### src/rtl/iob_aclint_if.sv
// IOb native bus bundle for iob_aclint.
// The master drives avalid/addr/wdata/wstrb. The slave returns ready, and
// rvalid/rdata one cycle after each accepted read.
// A nonzero wstrb marks a write; zero marks a read.
interface iob_aclint_if #(
  parameter int ADDR_W = 16,
  parameter int DATA_W = 32
);
  logic                iob_avalid;
  logic [ADDR_W-1:0]   iob_addr;
  logic [DATA_W-1:0]   iob_wdata;
  logic [DATA_W/8-1:0] iob_wstrb;
  logic                iob_rvalid;
  logic [DATA_W-1:0]   iob_rdata;
  logic                iob_ready;

  modport master (
    output iob_avalid, iob_addr, iob_wdata, iob_wstrb,
    input  iob_rvalid, iob_rdata, iob_ready
  );

  modport slave (
    input  iob_avalid, iob_addr, iob_wdata, iob_wstrb,
    output iob_rvalid, iob_rdata, iob_ready
  );
endinterface

### src/rtl/iob_aclint.sv
// iob_aclint: core-local interruptor for N_CORES harts.
// The block contains:
//   - a 64-bit mtime counter that advances on a tick from either the
//     synchronised rtc_i or an internal prescaler;
//   - a per-hart MTIMECMP register and a registered mtip output;
//   - per-hart MSIP and SSIP software-interrupt bits.
// Ports:
//   clk_i, arst_i (async, active-high), cke_i (global hold),
//   rtc_i (async external tick),
//   iob (IOb slave: avalid/addr/wdata/wstrb in; ready/rvalid/rdata out),
//   mtip/msip/ssip (one bit per hart).
module iob_aclint #(
  parameter int ADDR_W  = 16,
  parameter int DATA_W  = 32,
  parameter int N_CORES = 1
) (
  input  logic               clk_i,
  input  logic               arst_i,
  input  logic               cke_i,
  input  logic               rtc_i,
  iob_aclint_if.slave        iob,
  output logic [N_CORES-1:0] mtip,
  output logic [N_CORES-1:0] msip,
  output logic [N_CORES-1:0] ssip
);

  localparam logic [15:0] ADDR_CTRL  = 16'hBFF0;
  localparam logic [15:0] ADDR_PRESC = 16'hBFF4;
  localparam logic [15:0] ADDR_MLO   = 16'hBFF8;
  localparam logic [15:0] ADDR_MHI   = 16'hBFFC;

  function automatic logic [31:0] merge_bytes(input logic [31:0] old_w,
                                              input logic [31:0] new_w,
                                              input logic [3:0]  strb);
    logic [31:0] res;
    res = old_w;
    for (int b = 0; b < 4; b++) begin
      if (strb[b]) res[8*b +: 8] = new_w[8*b +: 8];
    end
    return res;
  endfunction

  logic [63:0]        mtime_q, mtime_d;
  logic [31:0]        shadow_q, shadow_d;
  logic [63:0]        cmp_q [N_CORES];
  logic [63:0]        cmp_d [N_CORES];
  logic [N_CORES-1:0] msip_q, msip_d, ssip_q, ssip_d, mtip_q, mtip_d;
  logic               en_q, en_d, src_q, src_d;
  logic [15:0]        presc_q, presc_d, pcnt_q, pcnt_d;
  logic               s1_q, s1_d, s2_q, s2_d, s3_q, s3_d;
  logic               rvalid_q, rvalid_d;
  logic [31:0]        rdata_q, rdata_d;

  logic        upper_zero;
  logic [15:0] a;
  logic [11:0] sw_idx;
  logic [10:0] cmp_idx;
  logic        sel_msip, sel_ssip, sel_cmp, sel_ctrl, sel_presc, sel_mlo, sel_mhi;
  logic        rd_en, wr_en;
  logic [31:0] rd_word, wr_word;
  logic        tick_rtc, tick_pre, inc;
  logic        unused_addr_lsb;

  // Any address bits above the 64 KiB map must be zero for a hit.
  if (ADDR_W > 16) begin : g_upper
    assign upper_zero = ~|iob.iob_addr[ADDR_W-1:16];
  end else begin : g_no_upper
    assign upper_zero = 1'b1;
  end

  // Byte-lane bits carry no meaning for word registers.
  assign unused_addr_lsb = ^iob.iob_addr[1:0];

  assign a       = {iob.iob_addr[15:2], 2'b00};
  assign sw_idx  = a[13:2];
  assign cmp_idx = a[13:3];

  assign sel_msip  = upper_zero && (a[15:14] == 2'b00);
  assign sel_cmp   = upper_zero && (a[15:14] == 2'b01);
  assign sel_ssip  = upper_zero && (a[15:14] == 2'b11);
  assign sel_ctrl  = upper_zero && (a == ADDR_CTRL);
  assign sel_presc = upper_zero && (a == ADDR_PRESC);
  assign sel_mlo   = upper_zero && (a == ADDR_MLO);
  assign sel_mhi   = upper_zero && (a == ADDR_MHI);

  assign rd_en = iob.iob_avalid & cke_i & ~|iob.iob_wstrb;
  assign wr_en = iob.iob_avalid & cke_i &  |iob.iob_wstrb;

  // Tick sources: rising edge of synchronised rtc, or prescaler terminal count.
  assign tick_rtc = s2_q & ~s3_q;
  assign tick_pre = (pcnt_q == presc_q);
  assign inc      = en_q & (src_q ? tick_pre : tick_rtc);

  // Current register contents at the addressed location.
  // Unmapped locations and harts that do not exist read as 0.
  always_comb begin
    rd_word = '0;
    if (sel_ctrl)       rd_word = {30'b0, src_q, en_q};
    else if (sel_presc) rd_word = {16'b0, presc_q};
    else if (sel_mlo)   rd_word = mtime_q[31:0];
    else if (sel_mhi)   rd_word = shadow_q;
    for (int h = 0; h < N_CORES; h++) begin
      if (sel_msip && sw_idx == 12'(h)) rd_word = {31'b0, msip_q[h]};
      if (sel_ssip && sw_idx == 12'(h)) rd_word = {31'b0, ssip_q[h]};
      if (sel_cmp && cmp_idx == 11'(h)) rd_word = a[2] ? cmp_q[h][63:32] : cmp_q[h][31:0];
    end
  end

  // Merging the write data into the current contents makes byte strobes
  // uniform across every register width.
  assign wr_word = merge_bytes(rd_word, iob.iob_wdata, iob.iob_wstrb);

  always_comb begin
    mtime_d  = mtime_q;
    shadow_d = shadow_q;
    en_d     = en_q;
    src_d    = src_q;
    presc_d  = presc_q;
    pcnt_d   = pcnt_q;
    s1_d     = s1_q;
    s2_d     = s2_q;
    s3_d     = s3_q;
    msip_d   = msip_q;
    ssip_d   = ssip_q;
    mtip_d   = mtip_q;
    for (int h = 0; h < N_CORES; h++) cmp_d[h] = cmp_q[h];
    rvalid_d = rd_en;
    rdata_d  = rd_en ? rd_word : rdata_q;

    if (cke_i) begin
      s1_d   = rtc_i;
      s2_d   = s1_q;
      s3_d   = s2_q;
      pcnt_d = tick_pre ? 16'd0 : pcnt_q + 16'd1;
      if (inc) mtime_d = mtime_q + 64'd1;
      for (int h = 0; h < N_CORES; h++) mtip_d[h] = (mtime_q >= cmp_q[h]);

      // Reading the low word freezes the high word for a tear-free 64-bit read.
      if (rd_en && sel_mlo) shadow_d = mtime_q[63:32];

      if (wr_en) begin
        if (sel_ctrl) begin
          en_d  = wr_word[0];
          src_d = wr_word[1];
          if (wr_word[1] != src_q) pcnt_d = 16'd0;
        end
        if (sel_presc) begin
          presc_d = wr_word[15:0];
          pcnt_d  = 16'd0;
        end
        // A bus write to mtime replaces any tick in the same cycle.
        if (sel_mlo) mtime_d = {mtime_q[63:32], wr_word};
        if (sel_mhi) mtime_d = {wr_word, mtime_q[31:0]};
        for (int h = 0; h < N_CORES; h++) begin
          if (sel_msip && sw_idx == 12'(h)) msip_d[h] = wr_word[0];
          if (sel_ssip && sw_idx == 12'(h)) ssip_d[h] = wr_word[0];
          if (sel_cmp && cmp_idx == 11'(h)) begin
            if (a[2]) cmp_d[h][63:32] = wr_word;
            else      cmp_d[h][31:0]  = wr_word;
          end
        end
      end
    end
  end

  always_ff @(posedge clk_i or posedge arst_i) begin
    if (arst_i) begin
      mtime_q  <= '0;
      shadow_q <= '0;
      for (int h = 0; h < N_CORES; h++) cmp_q[h] <= '1;
      msip_q   <= '0;
      ssip_q   <= '0;
      mtip_q   <= '0;
      en_q     <= 1'b1;
      src_q    <= 1'b0;
      presc_q  <= '0;
      pcnt_q   <= '0;
      s1_q     <= 1'b0;
      s2_q     <= 1'b0;
      s3_q     <= 1'b0;
      rvalid_q <= 1'b0;
      rdata_q  <= '0;
    end else begin
      mtime_q  <= mtime_d;
      shadow_q <= shadow_d;
      cmp_q    <= cmp_d;
      msip_q   <= msip_d;
      ssip_q   <= ssip_d;
      mtip_q   <= mtip_d;
      en_q     <= en_d;
      src_q    <= src_d;
      presc_q  <= presc_d;
      pcnt_q   <= pcnt_d;
      s1_q     <= s1_d;
      s2_q     <= s2_d;
      s3_q     <= s3_d;
      rvalid_q <= rvalid_d;
      rdata_q  <= rdata_d;
    end
  end

  assign iob.iob_ready  = cke_i;
  assign iob.iob_rvalid = rvalid_q;
  assign iob.iob_rdata  = rdata_q;
  assign mtip = mtip_q;
  assign msip = msip_q;
  assign ssip = ssip_q;

endmodule

### src/flat_wrapper.sv
// flat-port wrapper written by rule: the top's interface ports become plain ports
module iob_aclint_flat 
#(
  parameter int ADDR_W  = 16,
  parameter int DATA_W  = 32,
  parameter int N_CORES = 1
)
  (clk_i, arst_i, cke_i, rtc_i, mtip, msip, ssip, iob_iob_avalid, iob_iob_addr, iob_iob_wdata, iob_iob_wstrb, iob_iob_rvalid, iob_iob_rdata, iob_iob_ready);
  iob_aclint_if #(.ADDR_W(ADDR_W), .DATA_W(DATA_W)) iob_i ();
  input  logic clk_i;
  input  logic arst_i;
  input  logic cke_i;
  input  logic rtc_i;
  output logic [N_CORES-1:0] mtip;
  output logic [N_CORES-1:0] msip;
  output logic [N_CORES-1:0] ssip;
  input wire logic [$bits(iob_i.iob_avalid)-1:0] iob_iob_avalid;
  input wire logic [$bits(iob_i.iob_addr)-1:0] iob_iob_addr;
  input wire logic [$bits(iob_i.iob_wdata)-1:0] iob_iob_wdata;
  input wire logic [$bits(iob_i.iob_wstrb)-1:0] iob_iob_wstrb;
  output wire logic [$bits(iob_i.iob_rvalid)-1:0] iob_iob_rvalid;
  output wire logic [$bits(iob_i.iob_rdata)-1:0] iob_iob_rdata;
  output wire logic [$bits(iob_i.iob_ready)-1:0] iob_iob_ready;
  assign iob_i.iob_avalid = iob_iob_avalid;
  assign iob_i.iob_addr = iob_iob_addr;
  assign iob_i.iob_wdata = iob_iob_wdata;
  assign iob_i.iob_wstrb = iob_iob_wstrb;
  assign iob_iob_rvalid = iob_i.iob_rvalid;
  assign iob_iob_rdata = iob_i.iob_rdata;
  assign iob_iob_ready = iob_i.iob_ready;
  iob_aclint #(.ADDR_W(ADDR_W), .DATA_W(DATA_W), .N_CORES(N_CORES)) u_core (.clk_i(clk_i), .arst_i(arst_i), .cke_i(cke_i), .rtc_i(rtc_i), .iob(iob_i), .mtip(mtip), .msip(msip), .ssip(ssip));
endmodule
### config.mk
export PLATFORM = sky130hd
export DESIGN_NAME = iob_aclint_flat
export DESIGN_NICKNAME = d
export VERILOG_FILES = /design/src/rtl/iob_aclint_if.sv /design/src/rtl/iob_aclint.sv /design/src/flat_wrapper.sv
export SDC_FILE = /design/constraint.sdc
export NUM_CORES = 1
export LEC_CHECK = 0
export BUFFER_PORTS_ARGS = -buffer_cell sky130_fd_sc_hd__buf_4
export CORE_UTILIZATION = 68
export CTS_BUF_LIST = sky130_fd_sc_hd__clkbuf_4 sky130_fd_sc_hd__clkbuf_8
export DETAILED_ROUTE_END_ITERATION = 8
export PLACE_DENSITY = 0.95
export REMOVE_ABC_BUFFERS = 1
export SLEW_MARGIN = 10
export SYNTH_ARGS = -nofsm -noshare
export SYNTH_HDL_FRONTEND = slang
export SYNTH_SLANG_ARGS = --single-unit
### constraint.sdc
create_clock -name clk_i -period 13.3 [get_ports clk_i]
set_clock_uncertainty 0.1 [all_clocks]
set_input_delay 0 -clock clk_i [delete_from_list [all_inputs] [get_ports clk_i]]
set_output_delay 0 -clock clk_i [all_outputs]
set_load 0.02 [all_outputs]
==> metrics.csv <==
metric,value,unit
run status,completed,
crit-path cells,xor2_1 -> nor4_1 -> nand4_1 -> o21bai_1 -> nand4_1 -> o21ai_0 -> a21boi_0 -> or3_1,
number of synthesized flops with an enable pin,0,
Critical Path Start Type,register,
Synth Register Bits,233,
initial DRC count,1968,
worst-case reg-to-reg path depth,8,
largest family of logic cells by synthesized area,simple AND/OR/NAND/NOR gates,
post-CTS resize count,0,
average size of a mapped cell,9.32,um^2
CTS tree,done,
Synth Area in Adders,5.85,%
fmax,0.242,GHz
VDD IR-drop max,0.110,mV
Wirelength per Cell,23.1,um
post-route ant nets,0,
R2R Path End,u_core.mtime_q[48],
GRT Util Overall,42.6,%
hpwl dp,28.5,mm
Reg power frac,44.0,%
initial core utilization,69.5,%
"commonest non-fill, non-tap cell in the layout",nand2_1,
Power per Cell Area,101,mW/mm^2
pin count of the biggest net entering global routing,105,
CP most frequent cell,nand4_1,
slowest library cell on the worst path,o21bai_1,
Setup-failing EPs final,0,
clk root buf,clkbuf_8,
core box area,0.0203,mm^2
antenna violations before repair,1,
H-tree depth reported by CTS,2,
Inserted Clock Buffers,41,
CTS sink count,233,
Synth Area in XOR/XNOR,1.18,%
CP peak stage delay,800,ps
total power draw,1660,uW
Die ar.,0.0213,mm^2
diodes inserted,0,
Syn Inst Count,1514,
CP arrival,4440,ps
final hold violation count,0,
top post-synthesis cells by area,"dfrtp_1 30%, dfstp_2 12%, mux2i_1 7.0%, ha_1 5.9%, mux2_2 5.7%",
Switch Pwr,413,uW
Combinational Power Share,8.9,%
1st-pass router iterations,6,
asr flop ratio synth,100,%
"Cell Area, Synth",0.0141,mm^2
cell accounting for the most synthesized area,dfrtp_1,
yosys warns,0,
worst min-delay path class,in2async,
sequential-to-total area share from yosys stat,41.9,%
Die H,146,um
most frequent cells in the layout,"182 x nand2_1, 168 x dfrtp_1, 155 x o21ai_0, 105 x buf_4, 99 x mux2i_1",
first-pass GRT wire length,71.5,mm
Clock Power Share,47.1,%
count of input and output buffers,91,
setup TNS after final layout,0,ps
simple-gate portion of the synthesized area,17.6,%
Setup CP Type,reg2reg,
CP Capture Type,register,
via/cell ratio,6.96,
Slew Limit Fails,0,
synth unique cells,74,
critical-path maximum fanout,12,
RR Startpoint,u_core.pcnt_q[8],
FP Rows,52,
r2r setup slk,9170,ps
Top Ports,94,
post-route clock period utilization,31.0,%
"Reg clk slew, reported paths",60,ps
slew margin rel.,16.4,%
final WL,44.7,mm
design area,0.0165,mm^2
vias post-DR,13493,
area grow syn2layout,16.8,%
# DRC,0,
Clock Latency Late Sink,550,ps
placed inst area,0.0149,mm^2
actual slew at the worst max-slew pin,1250,ps
Synth Area in Compound Gates,15.8,%
multiplexer share of the synthesized area,13.0,%
worst path required time,13610,ps
postcts setup bufs,0,
total global routing overflow,0,
sw frac,24.9,%
final core utilization,81.2,%
RSZ-0062 raised after global routing,false,
global placement routability congestion,0.948,
die width,146,um
leakage power,0.00711,uW
nets,1761,
top_reg_cell synth,dfrtp_1,
Yosys top cell area share,29.8,%
Pint,1250,uW
minimum clock period,4130,ps
vias in the first global route,13466,
Max clock buf depth,3,
maxcap violations,0,
share of cells above drive strength 1,20.4,%
==> worst max-delay path, delay by kind of cell, from the launching register on <==
family / cells / cell delay, ps
flops: 1 / 450
simple gates: 4 / 2030
xor+xnor: 1 / 170
compound gates: 3 / 1240
==> Yosys cell counts (6+ instances only) <==
library cell  number
buf_2              9
nor4_1            20
nor2b_1           11
xor2_1            16
a21oi_1           61
or3_1             10
a31oi_1           16
nand3_1           58
inv_1             84
nand4_1           30
and4_1             9
dfrtp_1          168
mux2_2            71
o22ai_1           26
o21ai_0          155
nand2_1          183
a21o_1            11
clkbuf_1          57
o221ai_1          23
or4_1              7
nor2_1            76
ha_1              66
nand3b_1           6
buf_1             15
o211ai_1          20
mux2i_1           99
nor3_1            21
and3_1            24
dfstp_2           65
a211oi_1           8
==> through the flow <==
| step | setup slack, ps | instances | hold WS [ps] |
|---|---|---|---|
| 6_report | 9170 | 1938 | 35.2 |
| 5_1_grt | 9030 | 1938 | 35.8 |
| 4_1_cts | 9340 | 1938 | 2.88 |
| 3_5_place_dp | 9390 | 1804 | 78.8 |
| 3_3_place_gp | 9480 | 1804 | 76.6 |
| 2_1_floorplan | 6920 | 1429 | -100 |
==> logic make-up (layout without fill, tap and decap cells) <==
logic type / count (synthesis) / in the layout
multiplexers: 172 / 172
flip-flops: 233 / 233
adder cells (fa/ha/maj): 66 / 66
buffers and inverters: 169 / 323
AO/OA/AOI/OAI: 363 / 363
XOR/XNOR: 19 / 19
AND/OR/NAND/NOR: 492 / 492
==> flip-flops by register name, indices dropped and copies added (netlist names), 16 cells and up <==
name and count:
u_core.shadow_q 32, u_core.iob.iob_rdata 32, u_core.pcnt_q 16, u_core.mtime_q 64, u_core.cmp_q 64, u_core.presc_q 16
==> power groups by stage <==
| stage | Combinational, uW | Clock (uW) | Sequential, uW |
|---|---|---|---|
| 2_1_floorplan | 70.9 | 0 | 740 |
| 3_3_place_gp | 125 | 0 | 740 |
| 3_5_place_dp | 129 | 0 | 741 |
| 4_1_cts | 144 | 778 | 729 |
| 5_1_grt | 159 | 815 | 730 |
| 6_report | 148 | 782 | 730 |
==> final cells by class <==
class,count,area (um^2)
Clock buffer,64,787
Timing Repair Buffer,166,1400
Tap cell,270,338
Multi-Input combinational cell,1112,7550
Inverter,84,323
Sequential cell,233,5910
Fill cell,1219,3820
Clock inverter,9,170
==> layer usage <==
layer / wire (um) / vias to the layer above / share of wire (%) / track usage (%)
met2: 20500 / 1020 / 46 / 66.8
met3: 5540 / 231 / 12 / 11.0
met4: 2510 / 0 / 5.6 / 23.0
met1: 16200 / 6455 / 36 / 54.4
li1: - / 5787 / - / -
met5: 0 / - / 0 / 0
==> worst max-delay path by stage <==
stage | startpoint | endpoint | slack (ps) | cells after the start
finish | u_core.pcnt_q[8] | u_core.mtime_q[48] | 9170 | 8
global route | u_core.pcnt_q[8] | u_core.mtime_q[48] | 9030 | 8
CTS | u_core.pcnt_q[8] | u_core.mtime_q[60] | 9340 | 8
detailed placement | u_core.pcnt_q[8] | u_core.mtime_q[48] | 9390 | 8
global placement | u_core.pcnt_q[8] | u_core.mtime_q[60] | 9480 | 8
floorplan | arst_i | u_core.iob.iob_rdata[0] | 6920 | 1
==> repair_timing <==
item | CTS | global route
hold buffers | 61 | 0
hold endpoints to repair | 245 | 0
setup endpoints to repair | 0 | 0
Note: power is estimated with default switching activity, not from simulation.
